`src/rtl/debounce_pkg.sv`:
```
// rtl/debounce_pkg.sv - shared constants, counter sizing and per-sample action type for the debounce bank
//
// Contents:
//   MAX_CH, MIN_STABLE, MAX_STABLE  legal parameter bounds
//   chan_act_e                      what one channel does on a given clock
//   cnt_width()                     width of a counter that must reach STABLE_CYCLES-1 without wrapping
//   params_legal()                  elaboration-time legality check for the bank parameters

package debounce_pkg;

   localparam int MIN_CH     = 1;
   localparam int MAX_CH     = 32;
   localparam int MIN_STABLE = 1;
   localparam int MAX_STABLE = 65535;

   // Decoded per-clock behaviour of a channel; keeps the counter and level
   // update logic a simple case on one signal.
   typedef enum logic [1:0] {
      ACT_HOLD   = 2'd0,   // no sample this cycle
      ACT_CLEAR  = 2'd1,   // sample agrees with the accepted level
      ACT_COUNT  = 2'd2,   // sample disagrees, run not yet long enough
      ACT_TOGGLE = 2'd3    // sample disagrees and completes the run
   } chan_act_e;

   // Sized one step beyond STABLE_CYCLES so the compare value always fits.
   function automatic int cnt_width(input int stable_cycles);
      return (stable_cycles < 1) ? 1 : $clog2(stable_cycles + 1);
   endfunction

   function automatic bit params_legal(input int n_ch, input int stable_cycles);
      return (n_ch >= MIN_CH) && (n_ch <= MAX_CH) &&
             (stable_cycles >= MIN_STABLE) && (stable_cycles <= MAX_STABLE);
   endfunction

endpackage

```
`src/rtl/debounce_chan.sv`:
```
// rtl/debounce_chan.sv - one debounced channel: synchroniser, run counter, accepted level, edge pulses
//
// Ports:
//   clk        clock
//   rst_n      asynchronous active-low reset
//   sample_en  take a sample this cycle
//   raw        asynchronous raw input
//   level      accepted (debounced) level, registered
//   rise       one-cycle pulse on level 0->1
//   fall       one-cycle pulse on level 1->0
//   toggle     combinational: level will flip on this edge (feeds the bank-wide any_edge flop)

module debounce_chan
   import debounce_pkg::*;
#(
   parameter int   STABLE_CYCLES = 4,
   parameter logic RESET_BIT     = 1'b0
) (
   input  logic clk,
   input  logic rst_n,
   input  logic sample_en,
   input  logic raw,
   output logic level,
   output logic rise,
   output logic fall,
   output logic toggle
);

   localparam int               CNT_W    = cnt_width(STABLE_CYCLES);
   localparam logic [CNT_W-1:0] CNT_LAST = CNT_W'(STABLE_CYCLES - 1);
   localparam logic [CNT_W-1:0] CNT_ONE  = CNT_W'(1);

   logic             meta;
   logic             sync;
   logic [CNT_W-1:0] cnt;
   chan_act_e        act;

   // Both stages reset to the channel's reset level so a raw input already
   // sitting at that level never looks like a transition after reset.
   // These flops run every clock regardless of sample_en.
   always_ff @(posedge clk or negedge rst_n) begin
      if (!rst_n) begin
         meta <= RESET_BIT;
         sync <= RESET_BIT;
      end else begin
         meta <= raw;
         sync <= meta;
      end
   end

   // The counter holds the number of consecutive disagreeing samples already
   // seen, so the run completes when it reads STABLE_CYCLES-1 and the current
   // sample also disagrees. With STABLE_CYCLES=1 CNT_LAST is 0 and the first
   // disagreeing sample toggles.
   always_comb begin
      act = ACT_HOLD;
      if (sample_en) begin
         if (sync == level) begin
            act = ACT_CLEAR;
         end else if (cnt == CNT_LAST) begin
            act = ACT_TOGGLE;
         end else begin
            act = ACT_COUNT;
         end
      end
   end

   assign toggle = (act == ACT_TOGGLE);

   always_ff @(posedge clk or negedge rst_n) begin
      if (!rst_n) begin
         cnt   <= '0;
         level <= RESET_BIT;
      end else begin
         case (act)
            ACT_CLEAR: begin
               cnt <= '0;
            end
            ACT_COUNT: begin
               cnt <= cnt + CNT_ONE;
            end
            ACT_TOGGLE: begin
               cnt   <= '0;
               level <= ~level;
            end
            default: begin
               cnt   <= cnt;
               level <= level;
            end
         endcase
      end
   end

   // Pulses are registered on the same edge as the level flip; the pre-flip
   // level decides the direction, so rise and fall are mutually exclusive.
   always_ff @(posedge clk or negedge rst_n) begin
      if (!rst_n) begin
         rise <= 1'b0;
         fall <= 1'b0;
      end else begin
         rise <= toggle & ~level;
         fall <= toggle & level;
      end
   end

endmodule

```
`src/rtl/debounce_bank.sv`:
```
// rtl/debounce_bank.sv - bank of N_CH independent debounced inputs with edge pulses
//
// Ports:
//   clk        single clock
//   rst_n      asynchronous active-low reset
//   sample_en  sample strobe (tie high to sample every clock)
//   in         raw asynchronous inputs, N_CH bits
//   out        debounced levels, registered
//   rise       one-cycle pulse per channel on out 0->1
//   fall       one-cycle pulse per channel on out 1->0
//   any_edge   registered OR of all rise/fall, aligned with those pulses

module debounce_bank
   import debounce_pkg::*;
#(
   parameter int              N_CH          = 4,
   parameter int              STABLE_CYCLES = 4,
   parameter logic [N_CH-1:0] RESET_VAL     = '0
) (
   input  logic            clk,
   input  logic            rst_n,
   input  logic            sample_en,
   input  logic [N_CH-1:0] in,
   output logic [N_CH-1:0] out,
   output logic [N_CH-1:0] rise,
   output logic [N_CH-1:0] fall,
   output logic            any_edge
);

   if (!params_legal(N_CH, STABLE_CYCLES)) begin : g_bad_params
      $fatal(1, "debounce_bank: N_CH must be 1..32 and STABLE_CYCLES 1..65535");
   end

   logic [N_CH-1:0] toggle;

   for (genvar i = 0; i < N_CH; i++) begin : g_chan
      debounce_chan #(
         .STABLE_CYCLES (STABLE_CYCLES),
         .RESET_BIT     (RESET_VAL[i])
      ) u_chan (
         .clk       (clk),
         .rst_n     (rst_n),
         .sample_en (sample_en),
         .raw       (in[i]),
         .level     (out[i]),
         .rise      (rise[i]),
         .fall      (fall[i]),
         .toggle    (toggle[i])
      );
   end

   // Registered from the channels' pre-edge toggle terms so it lands on the
   // same edge as the rise/fall flops rather than one cycle later.
   always_ff @(posedge clk or negedge rst_n) begin
      if (!rst_n) begin
         any_edge <= 1'b0;
      end else begin
         any_edge <= |toggle;
      end
   end

endmodule

```
`config.mk`:
```
export PLATFORM = sky130hd
export DESIGN_NAME = debounce_bank
export DESIGN_NICKNAME = d
export VERILOG_FILES = /design/src/rtl/debounce_pkg.sv /design/src/rtl/debounce_chan.sv /design/src/rtl/debounce_bank.sv
export SDC_FILE = /design/constraint.sdc
export NUM_CORES = 1
export LEC_CHECK = 0
export ABC_AREA = 1
export BUFFER_PORTS_ARGS = -buffer_cell sky130_fd_sc_hd__buf_4
export CORE_MARGIN = 1.5
export CORE_UTILIZATION = 60
export DETAILED_ROUTE_END_ITERATION = 10
export GPL_TIMING_DRIVEN = 0
export HOLD_SLACK_MARGIN = 0.02
export PLACE_DENSITY = 0.83
export SLEW_MARGIN = 15
export SYNTH_ARGS = -nofsm -noshare
export SYNTH_HDL_FRONTEND = slang
export SYNTH_SLANG_ARGS = --single-unit
```
`constraint.sdc`:
```
create_clock -name clk -period 2.6 [get_ports clk]
set_input_delay 0.13 -clock clk [delete_from_list [all_inputs] [get_ports clk]]
set_output_delay 0.13 -clock clk [all_outputs]
set_load 0.03 [all_outputs]
```
==> impl_results.md, run 1 <==
* Status: complete, no violations
* Vias at 1,058
* CTS tree: yes
* Type of the worst setup path: reg2reg
* Antenna fix cells at 0
* Die area at 2820 um^2
* CP endpoint kind: flop
* Grt ovf at 0
* Syn_area_per_cell at 9.30 um^2
* Net Count, Synth at 177
* Data arrival, critical path at 1.53 ns
* Initial DRC Count at 16
* GPL Wtd Cong at 0.729
* Top delay family on crit path: adder cells
* GRT Total Usage at 0.214
* Synth area leaders: dfrtp_1 (55%), nand2_1 (11%), inv_1 (7.7%)
* Share of the synthesized area in the top cell type at 0.548
* Antenna Nets Post-Route at 0
* Max-slew violations at 0
* # DRC at 0
* I/O Pins at 20
* R2R depth at 8
* CTS H-tree depth at 2
* Hold Crit Start: sample_en
* Worst VDD drop at 0.000567 V
* FF+latch count, synth at 33
* Share of cells above drive strength 1 at 0.228
* Cell count after synthesis at 162
* RR Startpoint: g_chan[3].u_chan.cnt[0]
* Cts bufs inserted at 5
* Power Density at 837 nW/um^2
* Synth-to-Final Area Change at 17.9%
* Max-slew headroom at 0.730
* Setup crit start kind: flop
* Crit path max fanout at 3
* Clock insertion delay at the later pin of the skew report at 0.33 ns
* Initial antenna violation count at 0
* Synth cell types at 13
* Post-layout net count at 207
* PortBufs at 18
* Cell Chain, Critical Path: ha_1, ha_1, nand2_4, inv_1, nand3_1, nand2_1, inv_1, nand2_1
* Clock Path Buffers at 2
* Starting Density at 0.656
* # hold bufs at CTS at 5
* Static leakage at 1.05 nW
* Place WS at 1.31 ns
* # Post-CTS Setup Buffers at 0
* Hold Path End: g_chan[3].u_chan.rise
* Final setup viols at 0
* First-pass GRT wire length at 4.11 mm
* R2R Path End: any_edge
* Drt total wl at 2.50 mm
* Worst EP required at 2.82 ns
* Seq/Total Area, Yosys at 0.548
* Tightest Pin Transition at 0.405 ns
* Die W at 53.1 um
* Clock Skew at 0.00698 ns
* Final hold vios at 0
* Synth area leader: dfrtp_1
* Row count at 17
* Core Box Area at 2300 um^2
* Die height at 53.1 um
* Worst-path clk slew at 0.10 ns
* Final period utilization at 0.502
* Clk sinks at 33
* Setup WS post-layout at 1.30 ns
* Slowest cell on crit path: dfrtp_1
* Hold slack at 0.0806 ns
* Pre-antenna DRT Iters at 4
* Synthesized area at 1510 um^2
* Wire length per cell at 11.3 um
* YS warnings at 0
* Setup TNS at 0 ns
* Delay of the slowest cell on the worst path at 0.41 ns
* CP bufs+invs at 2
* Vias in the first global route at 1,063
* Final min period at 1.30 ns
* Hold Crit Class: in2reg
* CTS root buf: clkbuf_4
* Fmax at 0.767 GHz
* Maxcap violations at 0
* Unrepaired setup endpoints after global routing: false
* Min-Delay Path Depth at 3
* DP Wirelength at 1.85 mm
* Via density at 4.79
* Largest net degree at the start of global routing at 34
* Reg2Reg Setup Slack at 1.30 ns
* Number of gates resized after cts at 0
[cell usage in the layout (no fill, tap or decap)]
cell type      count
nand2_1           44
dfrtp_1           33
buf_4             32
inv_1             31
nand4_1           12
nor2_1            10
ha_1               8
clkbuf_4           5
dlygate4sd3_1      5
nand2_2            3
clkbuf_1           3
nor2_4             2
o22ai_1            2
buf_6              1
nand2_4            1
nand3_1            1
[cells by family after synthesis]
kind of cell | after synthesis | share of synthesized area
fa+ha+maj | 8 | 0.0664
compound gates | 2 | 0.00830
flops | 33 | 0.548
buf+inv | 46 | 0.154
simple gates | 73 | 0.223
[registers in the layout, indices dropped and copies added, names as in the netlist]
register,count
any_edge,1
g_chan.u_chan.cnt,12
g_chan.u_chan.fall,4
g_chan.u_chan.level,4
g_chan.u_chan.meta,4
g_chan.u_chan.rise,4
g_chan.u_chan.sync,4
[final cells by class]
type                       instances  area, um^2
clock buffer                       8        48.8
fill                             156         522
tap                               28        35.0
multi-input combinational         83         448
sequential                        33         826
buffer                            15         116
inverter                          31         116
timing repair buffer              23         185
[power by group]
part | internal [W] | switching (W) | leakage, nW
logic | 0.000211 | 0.000304 | 0.595
registers | 0.000625 | 0.0000801 | 0.425
clock network | 0.000108 | 0.000158 | 0.0265
[through the flow]
step,power [W],instance area (um^2),utilization,std cells
after floorplan,0.00107,1510,-,162
after global placement,0.00117,1680,0.730,208
after detailed placement,0.00123,1680,0.730,208
after CTS,0.00150,1780,0.773,221
after global routing,0.00159,1780,0.773,221
final,0.00149,1780,0.773,221
[synthesized netlist by cell type]
master and count:
nand3_1 1, buf_4 14, nand2_4 1, nor2_1 10
nand2_2 3, o22ai_1 2, nand2_1 44, inv_1 31
dfrtp_1 33, ha_1 8, buf_6 1, nand4_1 12
nor2_4 2
[layer usage]
| metal | vias up | global-route usage | wire, um |
|---|---|---|---|
| met4 | 0 | 0.141 | 52 |
| met1 | 485 | 0.225 | 1040 |
| li1 | 545 | - | - |
| met3 | 6 | 0.0593 | 84 |
| met2 | 22 | 0.371 | 1320 |
| met5 | - | 0 | 0 |
[worst max path at each step]
stage | endpoint | slack (ns) | depth (start not counted) | from
after detailed placement | any_edge | 1.31 | 8 | g_chan[3].u_chan.cnt[0]
after global routing | any_edge | 1.19 | 8 | g_chan[3].u_chan.cnt[0]
after global placement | any_edge | 1.36 | 8 | g_chan[3].u_chan.cnt[0]
after CTS | any_edge | 1.28 | 8 | g_chan[3].u_chan.cnt[0]
final | any_edge | 1.30 | 8 | g_chan[3].u_chan.cnt[0]
after floorplan | any_edge | 1.41 | 8 | g_chan[3].u_chan.cnt[0]
[worst min-delay path, cell delays in order]
cell and delay, ns:
buf_6 0.12, nand2_4 0.08, nor2_4 0.04
Note: power is estimated with default switching activity, not from simulation.
==> inputs of run 2 (changes only) <==
- CORE_UTILIZATION: 60 -> 50
- PLACE_DENSITY: 0.83 -> 0.73
- clock period: 2.6 -> 1.1 ns (I/O delays scaled with it)
==> run 2 against run 1 <==
  * The flow now finishes with violations (design-rule violations, negative setup slack)
  * Setup slack got worse by 1.4 ns
  * First-iteration DRC count rose by 38%
  * Die area rose by 19%
  * Combinational power rose to 3.4 times the previous value
  * Register-to-register slack got worse by 1.4 ns
  * Flip-flop and latch count did not move
  * Critical path depth did not move
  * Wire length rose by 7.7%
  * Hold slack improved by 0.11 ns
  * Via count rose by 4.7%
==> impl_results.md, run 2 (same netlist as run 1, synthesis figures left out) <==
* Status: complete, but fails checks
* Failing checks: design-rule violations, negative setup slack
* CP endpoint kind: flop
* Type of the worst setup path: reg2reg
* Top delay family on crit path: flip-flops
* Maxcap violations at 0
* CTS root buf: clkbuf_4
* Initial DRC Count at 22
* Row count at 19
* Worst-path clk slew at 0.10 ns
* Vias in the first global route at 1,024
* Worst VDD drop at 0.00134 V
* Final period utilization at 1.09
* Pre-antenna DRT Iters at 7
* CTS tree: yes
* Grt ovf at 0
* Antenna Nets Post-Route at 0
* Unrepaired setup endpoints after global routing: true
* Via density at 4.69
* GPL Wtd Cong at 0.682
* Tightest Pin Transition at 0.421 ns
* Max-slew violations at 0
* Power Density at 2080 nW/um^2
* Crit path max fanout at 4
* GRT Total Usage at 0.176
* Final min period at 1.20 ns
* Setup crit start kind: flop
* Largest net degree at the start of global routing at 34
* Filler cell count at 221
* Starting Density at 0.537
* Post-layout net count at 219
* Static leakage at 1.13 nW
* Crit-path most repeated cell: nand2_1
* # DRC at 2
* Data arrival, critical path at 1.44 ns
* I/O Pins at 20
* Hold Crit Class: in2async
* Delay of the slowest cell on the worst path at 0.40 ns
* Commonest non-fill, non-tap cells in the layout: nand2_1 (42), buf_4 (36), dfrtp_1 (33), inv_1 (22), nand4_1 (12)
* Design Power at 0.00418 W
* Wire length per cell at 11.4 um
* Die height at 57.9 um
* Drt total wl at 2.69 mm
* CTS H-tree depth at 2
* Cts bufs inserted at 5
* Worst EP required at 1.34 ns
* Synth-to-Final Area Change at 33.3%
* Max reg flops at 12
* Cell Chain, Critical Path: ha_2, ha_4, nand2_2, inv_1, nand2_1, nand2_1, inv_1, nand2_1
* First-pass GRT wire length at 4.32 mm
* CP bufs+invs at 2
* Clk sinks at 33
* DP Wirelength at 1.73 mm
* Setup TNS at -0.181 ns
* Antenna fix cells at 0
* Die W at 57.9 um
* Setup WS post-layout at -0.104 ns
* PortBufs at 18
* Commonest non-fill, non-tap cell in the layout: nand2_1
* Die area at 3350 um^2
* Initial antenna violation count at 0
* Core Box Area at 2810 um^2
* Clock insertion delay at the later pin of the skew report at 0.33 ns
* Slowest cell on crit path: dfrtp_1
* Final setup viols at 6
* Fin util at 0.716
* Share of cells above drive strength 1 at 0.390
* Fmax at 0.831 GHz
* Clock Skew at 0.00228 ns
* Clock Path Buffers at 2
* Max-slew headroom at 0.719
* Final hold vios at 0
* Vias at 1,108
* Largest Register: g_chan.u_chan.cnt
-- run 2: cell count changes in the layout (fill, tap and decap cells not counted), moves of 2 or more --
cell      previous run  this run
ha_2                 0         4
nand2_1             44        42
buf_6                1         8
nand2_4              1         3
ha_1                 8         0
buf_4               32        36
clkbuf_8             0         2
inv_2                0         9
inv_1               31        22
clkbuf_1             3         0
ha_4                 0         4
-- run 2: stage by stage --
| step | worst slack (ns) | std cells | hold slack (ns) | cell area (um^2) |
|---|---|---|---|---|
| 3_5_place_dp | -0.101 | 211 | 0.0220 | 1730 |
| 3_3_place_gp | -0.0661 | 211 | 0.0110 | 1730 |
| 4_1_cts | -0.109 | 233 | 0.194 | 1940 |
| 2_1_floorplan | 0.00128 | 162 | -0.241 | 1560 |
| 6_report | -0.104 | 236 | 0.192 | 2010 |
| 5_1_grt | -0.142 | 236 | 0.201 | 2010 |
-- run 2: power by group --
part | internal, W | switching, W | total (W)
sequential | 0.00148 | 0.000167 | 0.00164
clock | 0.000370 | 0.000415 | 0.000786
combinational | 0.000874 | 0.000875 | 0.00175
total | 0.00272 | 0.00146 | 0.00418
-- run 2: worst paths after layout --
path,startpoint,end,slack [ns],depth (start not counted)
hold reg to reg,g_chan[2].u_chan.meta,g_chan[2].u_chan.sync,0.36,0
min in group clk,g_chan[2].u_chan.meta,g_chan[2].u_chan.sync,0.36,0
max in group asynchronous,rst_n,g_chan[0].u_chan.rise,0.61,2
setup / recovery,g_chan[0].u_chan.cnt[1],any_edge,-0.10,8
setup reg to reg,g_chan[0].u_chan.cnt[1],any_edge,-0.10,8
hold / removal,rst_n,g_chan[3].u_chan.meta,0.19,2
-- run 2: layout make-up --
type,instances,area [um^2],area share
clock buffer,7,65.1,0.0324
tap,31,38.8,0.0193
inverter,31,116,0.0579
timing repair buffer,35,293,0.146
clock inverter,1,5.00,0.00249
buffer,15,128,0.0636
sequential,33,826,0.411
multi-input combinational,83,537,0.267
-- run 2: repair_timing --
item / CTS / global route
hold buffers: 6 / 0
setup endpoints to repair: 11 / 22
gates cloned: 0 / 0
pin swaps: 9 / 12
hold endpoints to repair: 46 / 0
resized for setup: 5 / 17
setup buffers: 8 / 3
-- run 2: routing by layer --
metal,routed length (um),GRT usage
met1,1100,0.208
met3,105,0.0670
met5,0,0
met4,49,0.0698
met2,1430,0.289
==> inputs of run 3 (changes only) <==
- CORE_UTILIZATION: 50 -> 53
- CTS_BUF_LIST: default -> sky130_fd_sc_hd__clkbuf_4 sky130_fd_sc_hd__clkbuf_8
- PLACE_DENSITY: 0.73 -> 0.77
==> run 3 against run 2 <==
  * Critical endpoint unchanged
  * Combinational power shrank 3%
  * Sequential power grew 2%
  * Wire length grew 2.6%
  * Hold slack lost 0.013 ns
  * Die area fell by 5.4%
  * Fmax is essentially flat
  * First-iteration DRC count is 9.1% higher
  * Clock power increased by 9.9%
  * Global-route usage grew 2.6 points
  * Critical path type unchanged
  * Via count about the same
  * The flow finishes with violations (negative setup slack)
==> impl_results.md, run 3 (same netlist as run 1, synthesis figures left out) <==
* Status: complete, but fails checks
* Failing checks: negative setup slack
* Antenna Nets Post-Route at 0
* Max-slew headroom at 0.728
* I/O Pins at 20
* Vias in the first global route at 1,124
* Post-Place Cells at 211
* Initial DRC Count at 24
* Cell Chain, Critical Path: ha_2, ha_4, nand2_2, inv_1, nand2_1, nand2_1, inv_1, nand2_1
* Wire length per cell at 11.9 um
* Max-slew violations at 0
* Initial antenna violation count at 0
* Place WS at -0.105 ns
* Tightest Pin Transition at 0.408 ns
* R2R depth at 8
* Crit-path most repeated cell: nand2_1
* Net load switching power at 0.00148 W
* Worst EP required at 1.33 ns
* GR peak layer: met2
* Flop pwr share at 0.397
* Via density at 4.77
* Setup crit start kind: flop
* Synth-to-Final Area Change at 33.2%
* GPL Wtd Cong at 0.706
* Worst-path clk slew at 0.10 ns
* Crit path max fanout at 4
* Final min period at 1.20 ns
* GRT Total Usage at 0.201
* First-pass GRT wire length at 4.78 mm
* Hold Crit Class: in2async
* Largest net degree at the start of global routing at 34
* Clk pwr share at 0.204
* CTS H-tree depth at 2
* Delay of the slowest cell on the worst path at 0.40 ns
* Power Density at 2110 nW/um^2
* Fmax at 0.831 GHz
* Post-layout net count at 216
* Placed Area at 1730 um^2
* Maxcap violations at 0
* DP Wirelength at 1.85 mm
* Commonest non-fill, non-tap cells in the layout: nand2_1 (42), buf_4 (33), dfrtp_1 (32), inv_1 (21), nand4_1 (12)
* Final hold vios at 0
* Vias at 1,107
* Switching Fraction at 0.348
* Hold slack at 0.179 ns
* Final period utilization at 1.09
* Final setup viols at 11
* Pre-antenna DRT Iters at 4
* Slowest cell on crit path: dfrtp_1
* Fin util at 0.734
* Die height at 56.3 um
* Row count at 19
* Comb pwr share at 0.399
* Clk sinks at 33
* Die W at 56.3 um
* Drt total wl at 2.76 mm
* Core Box Area at 2730 um^2
* Final instance area at 2010 um^2
* Antenna fix cells at 0
* Filler cell count at 186
* Unrepaired setup endpoints after global routing: true
* Die area at 3170 um^2
* Met2 Use GR at 0.366
* Static leakage at 1.11 nW
* Clock Path Buffers at 2
* # DRC at 0
* Clock Skew at 0.00844 ns
* Type of the worst setup path: reg2reg
* Cts bufs inserted at 5
* Setup WS post-layout at -0.103 ns
* CTS tree: yes
* Max reg flops at 12
* Data arrival, critical path at 1.43 ns
* CTS root buf: clkbuf_4
* CP endpoint kind: flop
* PortBufs at 18
* Worst VDD drop at 0.00193 V
* Clock insertion delay at the later pin of the skew report at 0.33 ns
* Starting Density at 0.551
* Largest Register: g_chan.u_chan.cnt
* Grt ovf at 0
* M3 GR Usage at 0.0714
* Share of cells above drive strength 1 at 0.393
* Pint at 0.00277 W
* GRT met1 Usage at 0.211
* Layout Cells excl Fill at 232
* Commonest non-fill, non-tap cell in the layout: nand2_1
run 3: power by group through the flow:
stage / clock network [W] / registers (W) / logic, W
6_report: 0.000864 / 0.00168 / 0.00169
5_1_grt: 0.000940 / 0.00172 / 0.00189
4_1_cts: 0.000880 / 0.00165 / 0.00158
3_5_place_dp: 0 / 0.00170 / 0.00128
3_3_place_gp: 0 / 0.00167 / 0.00117
2_1_floorplan: 0 / 0.00166 / 0.000932
run 3: per-layer routing:
metal,up-vias,wire length (um)
met5,-,0
met4,0,44
met3,6,115
met2,18,1510
met1,522,1090
li1,561,-
run 3: worst paths after layout:
kind / from / endpoint / slack, ns
max: g_chan[0].u_chan.cnt[0] / any_edge / -0.10
min in group clk: g_chan[2].u_chan.meta / g_chan[2].u_chan.sync / 0.36
min: rst_n / g_chan[2].u_chan.fall / 0.18
min reg2reg: g_chan[2].u_chan.meta / g_chan[2].u_chan.sync / 0.36
max reg2reg: g_chan[0].u_chan.cnt[0] / any_edge / -0.10
max in group asynchronous: rst_n / g_chan[3].u_chan.cnt[0] / 0.61
run 3: area by class of cell:
type	instances	area [um^2]	share of cell area
plain buffers	14	116	0.0580
clock buffers	5	37.5	0.0187
clock inverters	2	35.0	0.0175
inverters	31	121	0.0605
multi-input cells	83	549	0.274
flip-flops and latches	33	827	0.412
well taps	31	38.8	0.0193
repair buffers	33	282	0.140
run 3: critical path: cells and delay by family (launching register included):
kind	cells	cell delay, ns
flip-flops	1	0.40
buffers and inverters	2	0.09
adder cells (fa/ha/maj)	2	0.37
AND/OR/NAND/NOR	4	0.24
run 3: what timing repair did:
item | in CTS | in global routing
resized for setup | 11 | 17
pin swaps | 11 | 14
buffers inserted | 7 | 2
hold endpoints to repair | 42 | 0
endpoints found under the setup margin | 12 | 24
hold buffers | 6 | 0
run 3: through the flow:
step / total power (W) / TNS [ns]
floorplan: 0.00259 / 0
finish: 0.00424 / -0.475
global placement: 0.00283 / -0.0826
global route: 0.00455 / -1.31
CTS: 0.00410 / -0.292
detailed placement: 0.00298 / -0.385
